===== src/rtl/crc16_frame_arb.sv =====
// Two-port frame arbiter that appends a CRC-16 to every forwarded frame.
//
// A requester is granted at frame granularity (round-robin on ties). Its payload
// bytes are passed straight through to the output and fed to a shared external
// CRC-16 engine. After the last payload byte the block waits ENGINE_LAT cycles
// for the engine, captures its result and emits it as two trailing bytes, MSB first.
//
// Ports:
//   clk_i                      single clock, rising edge
//   rst_i                      synchronous, active-high reset
//   s0_data_i  / s1_data_i     requester payload byte
//   s0_valid_i / s1_valid_i    requester byte valid
//   s0_last_i  / s1_last_i     byte is the final payload byte of its frame
//   s0_ready_o / s1_ready_o    requester byte accepted when ready && valid
//   m_data_o                   output byte (payload or appended CRC)
//   m_valid_o / m_last_o       output byte valid / final byte of output frame
//   m_src_o                    index of the granted requester
//   m_ready_i                  downstream accepts the byte
//   crc_clr_o                  one-cycle clear of the CRC engine
//   crc_data_o / crc_valid_o   byte fed to the engine / byte strobe
//   crc_in_i                   engine CRC result
module crc16_frame_arb #(
    parameter int unsigned ENGINE_LAT = 2
) (
    input  logic        clk_i,
    input  logic        rst_i,
    input  logic [7:0]  s0_data_i,
    input  logic        s0_valid_i,
    input  logic        s0_last_i,
    output logic        s0_ready_o,
    input  logic [7:0]  s1_data_i,
    input  logic        s1_valid_i,
    input  logic        s1_last_i,
    output logic        s1_ready_o,
    output logic [7:0]  m_data_o,
    output logic        m_valid_o,
    output logic        m_last_o,
    output logic        m_src_o,
    input  logic        m_ready_i,
    output logic        crc_clr_o,
    output logic [7:0]  crc_data_o,
    output logic        crc_valid_o,
    input  logic [15:0] crc_in_i
);

    typedef enum logic [2:0] {
        StIdle,
        StGrant,
        StPass,
        StWait,
        StCrcHi,
        StCrcLo
    } state_e;

    localparam logic [2:0] CntLoad = 3'(ENGINE_LAT - 1);

    state_e      state_q, state_d;
    logic        src_q, src_d;
    logic        last_srv_q, last_srv_d;
    logic [2:0]  cnt_q, cnt_d;
    logic [15:0] hold_q, hold_d;

    // Granted-port view of the requester inputs.
    logic [7:0] g_data;
    logic       g_valid;
    logic       g_last;

    always_comb begin
        g_data  = src_q ? s1_data_i  : s0_data_i;
        g_valid = src_q ? s1_valid_i : s0_valid_i;
        g_last  = src_q ? s1_last_i  : s0_last_i;
    end

    always_comb begin
        state_d    = state_q;
        src_d      = src_q;
        last_srv_d = last_srv_q;
        cnt_d      = cnt_q;
        hold_d     = hold_q;

        s0_ready_o  = 1'b0;
        s1_ready_o  = 1'b0;
        m_data_o    = 8'h00;
        m_valid_o   = 1'b0;
        m_last_o    = 1'b0;
        m_src_o     = src_q;
        crc_clr_o   = 1'b0;
        crc_data_o  = 8'h00;
        crc_valid_o = 1'b0;

        // Outputs stay quiet during reset even if the state register is mid-frame.
        if (!rst_i) begin
            unique case (state_q)
                StIdle: begin
                    if (s0_valid_i || s1_valid_i) begin
                        // Tie goes to the port not served last; a sole requester wins.
                        src_d   = (s0_valid_i && s1_valid_i) ? ~last_srv_q : s1_valid_i;
                        state_d = StGrant;
                    end
                end
                StGrant: begin
                    crc_clr_o = 1'b1;
                    state_d   = StPass;
                end
                StPass: begin
                    m_data_o   = g_data;
                    m_valid_o  = g_valid;
                    s0_ready_o = ~src_q & m_ready_i;
                    s1_ready_o = src_q & m_ready_i;
                    if (g_valid && m_ready_i) begin
                        crc_valid_o = 1'b1;
                        crc_data_o  = g_data;
                        if (g_last) begin
                            state_d = StWait;
                            cnt_d   = CntLoad;
                        end
                    end
                end
                StWait: begin
                    if (cnt_q == 3'd0) begin
                        hold_d  = crc_in_i;
                        state_d = StCrcHi;
                    end else begin
                        cnt_d = cnt_q - 3'd1;
                    end
                end
                StCrcHi: begin
                    m_valid_o = 1'b1;
                    m_data_o  = hold_q[15:8];
                    if (m_ready_i) begin
                        state_d = StCrcLo;
                    end
                end
                StCrcLo: begin
                    m_valid_o = 1'b1;
                    m_data_o  = hold_q[7:0];
                    m_last_o  = 1'b1;
                    if (m_ready_i) begin
                        last_srv_d = src_q;
                        state_d    = StIdle;
                    end
                end
                default: state_d = StIdle;
            endcase
        end
    end

    always_ff @(posedge clk_i) begin
        if (rst_i) begin
            state_q    <= StIdle;
            src_q      <= 1'b0;
            last_srv_q <= 1'b1;
            cnt_q      <= 3'd0;
            hold_q     <= 16'h0000;
        end else begin
            state_q    <= state_d;
            src_q      <= src_d;
            last_srv_q <= last_srv_d;
            cnt_q      <= cnt_d;
            hold_q     <= hold_d;
        end
    end

endmodule

===== config.mk =====
export PLATFORM = sky130hd
export DESIGN_NAME = crc16_frame_arb
export DESIGN_NICKNAME = d
export VERILOG_FILES = /design/src/rtl/crc16_frame_arb.sv
export SDC_FILE = /design/constraint.sdc
export NUM_CORES = 1
export LEC_CHECK = 0
export ABC_AREA = 0
export BUFFER_PORTS_ARGS = -buffer_cell sky130_fd_sc_hd__buf_4
export CAP_MARGIN = 0
export CELL_PAD_IN_SITES_DETAIL_PLACEMENT = 1
export CELL_PAD_IN_SITES_GLOBAL_PLACEMENT = 1
export CORE_UTILIZATION = 30
export DETAILED_ROUTE_END_ITERATION = 16
export GPL_TIMING_DRIVEN = 0
export PLACE_DENSITY_LB_ADDON = 0.1
export SYNTH_ARGS = -nofsm -noshare
export SYNTH_HDL_FRONTEND = slang
export SYNTH_SLANG_ARGS = --single-unit

===== constraint.sdc =====
create_clock -name clk_i -period 1.5 [get_ports clk_i]
set_input_delay 0.15 -clock clk_i [delete_from_list [all_inputs] [get_ports clk_i]]
set_output_delay 0.15 -clock clk_i [all_outputs]
set_load 0.02 [all_outputs]

==> run summary <==
TNS Setup -> -4440 ps
Worst R2R Setup Slack -> -90 ps
reg2reg path depth -> 5
num rows -> 24
Residual DRC -> 0
CTS tree -> built
routed wl met2 -> 3160 microns
number of global-route vias before repair -> 1,756
CP dominant cell by count -> buf_4
sw power -> 0.669 mW
run status -> finished with violations
failing checks -> negative setup slack
CTS hold repair buffers -> 0
Worst Setup Start Kind -> register
first-pass GRT wire length -> 8970 microns
area leader, netlist -> dfxtp_1
Starting Density -> 32.2%
final core occ -> 59.4%
Area Growth Syn to Fin -> 84.8%
I/O pin count -> 62
number of flops mapped to enable cells by yosys -> 0
max cap viols -> 0
fraction of registers with async set/reset -> 0%
register area share after synthesis -> 33.2%
Multi-input gate area -> 1160 sq um
Final setup viols -> 26
Mapped Nets -> 223
drt via density -> 5.43
most frequent cell after synthesis -> nand2_1
Clk Latency, worst-skew pair -> 270 ps
DP Area -> 2020 sq um
clk sinks -> 24
RSZ-0062 raised after global routing -> true
share of post-route cells with drive strength above 1 -> 56.5%
largest stage delay on the critical path -> 370 ps
HP Class -> input port to register
setup slack after placement -> -187 ps
largest net degree at the start of global routing -> 15
total CTS buffers -> 3
largest cells by area after synthesis -> dfxtp_1 (33%), mux2i_1 (11%), nand2_1 (9.1%), a21oi_1 (6.9%), o22a_1 (4.8%)
Period Utilization, post-route -> 121%
Placed Cells -> 295
Final Instance Area -> 2680 sq um
synth warn -> 0
antenna violations before repair -> 0
Top Layer Used -> met4
Pins Over Slew Limit -> 0
Sequential cell area -> 494 sq um
final cell count without fillers -> 323
PortBufs -> 61
power share of the combinational group -> 40.9%
fillers -> 517
hold path cells -> 3
Most used DFF post-synth -> dfxtp_1
Flop pwr share -> 32.6%
die width -> 71.5 microns
required time worst endpoint -> 1350 ps
Final nets -> 313
WL met3 -> 379 microns
Clock Tree Root -> clkbuf_8
Peak Freq -> 0.550 GHz
Synth top area share -> 33.2%
WL/cell -> 18.9 microns
clock slew at reported path FFs -> 90 ps
min Tclk post-route -> 1820 ps
Core Region -> 4500 sq um
Leakage -> 1.03 nW
Fin. Hold Viols -> 0
critical path's slowest cell -> dfxtp_4
# diodes -> 0
starting DRC count in detailed routing -> 72
vias -> 1,755
VDD IR max -> 0.000558 V
die area -> 5110 sq um
clk_skew -> 5.64 ps
Max FO, Critical Path -> 5
overflow left after global routing -> 0
Synth Cell Area -> 1450 sq um
slew margin rel. -> 67.7%
CP arrival -> 1670 ps
internal power -> 1.50 mW
worst hold slack -> 120 ps
Die Y -> 71.5 microns
Post-DP HPWL -> 3600 microns
wl on met1 -> 2450 microns
final wirelength -> 6110 microns
DRT Pass-1 Iters -> 4
Worst Max-Slew Pin Slew -> 485 ps
Cells after Synth -> 182
Max clock buf depth -> 2
Clock power frac -> 26.6%
most frequent cells after synthesis -> nand2_1 (35), dfxtp_1 (24), a21oi_1 (20)
routability cong. -> 0.718
Sw Ratio -> 30.8%
crit end category -> output pin
CTS H-Tree Depth -> 1
CP Class -> register to output pin
number of synthesized register bits -> 24
Synth Area per Inst -> 7.96 sq um
worst path cell trace -> buf_6 -> nor3b_4 -> buf_4 -> nand4_4 -> nor2_1 -> buf_4
Yosys cell types -> 42
All-Layer GR Usage -> 22.6%
setup slack after layout -> -317 ps
Power Dens Cells -> 811 nW/um^2
Design Power -> 2.17 mW
ANT nets after route -> 0
worst paths after layout:
check               from             to
max           state_q[0]  crc_data_o[3]
min          crc_in_i[4]      hold_q[4]
max reg2reg   state_q[2]       cnt_q[2]
min reg2reg   hold_q[14]     hold_q[14]
final cells by class:
cell class	count	area share [%]
plain buffers	13	4.91
clock buffers	3	1.54
clock inverters	1	1.12
inverters	7	0.981
multi-input cells	138	43.4
flip-flops and latches	24	18.5
well taps	52	2.43
repair buffers	85	27.1
logic make-up (layout without fill, tap and decap cells):
kind of cell	Yosys count	after routing	share of synthesized area [%]
compound gates	40	40	18.4
fa+ha+maj	2	2	1.73
buf+inv	22	109	7.60
flops	24	24	33.2
mux	17	17	11.8
simple gates	77	79	27.3
sequential cells by signal, indices dropped and copies added (netlist names):
signal and flops:
hold_q 16, cnt_q 3, last_srv_q 1, state_q 3, m_src_o 1
worst max-delay path, delay by kind of cell (launching register included):
| kind | cells | cell delay [ps] |
|---|---|---|
| AND/OR/NAND/NOR | 3 | 570 |
| buffers and inverters | 3 | 460 |
| flip-flops | 1 | 370 |
cell usage in the layout, fill, tap and decap left out, drive strengths merged, types with 3 or more instances in the layout:
| master | count |
|---|---|
| nand3 | 3 |
| mux2i | 16 |
| nor4 | 3 |
| nand2 | 35 |
| a21oi | 20 |
| nand2b | 4 |
| buf | 95 |
| nor2 | 17 |
| dfxtp | 24 |
| nand4 | 3 |
| clkbuf | 6 |
| inv | 7 |
| o22a | 8 |
metal layers:
layer | vias up | global-route usage (%)
li1 | 824 | -
met1 | 833 | 27.3
met2 | 84 | 41.9
met3 | 14 | 3.66
met4 | 0 | 5.45
met5 | - | 0
repair_timing:
action / 4_1_cts / 5_1_grt
setup endpoints to repair: 36 / 43
resized for setup: 64 / 28
setup buffers: 18 / 5
pin swaps: 13 / 10
cloned: 2 / 1
power by group through the flow:
stage	logic, mW	clock network [mW]	registers, mW
after global routing	0.937	0.610	0.712
after global placement	0.526	0	0.707
final	0.887	0.577	0.708
after floorplan	0.336	0	0.705
after CTS	0.799	0.583	0.705
after detailed placement	0.539	0	0.708
Note: power is estimated with default switching activity, not from simulation.
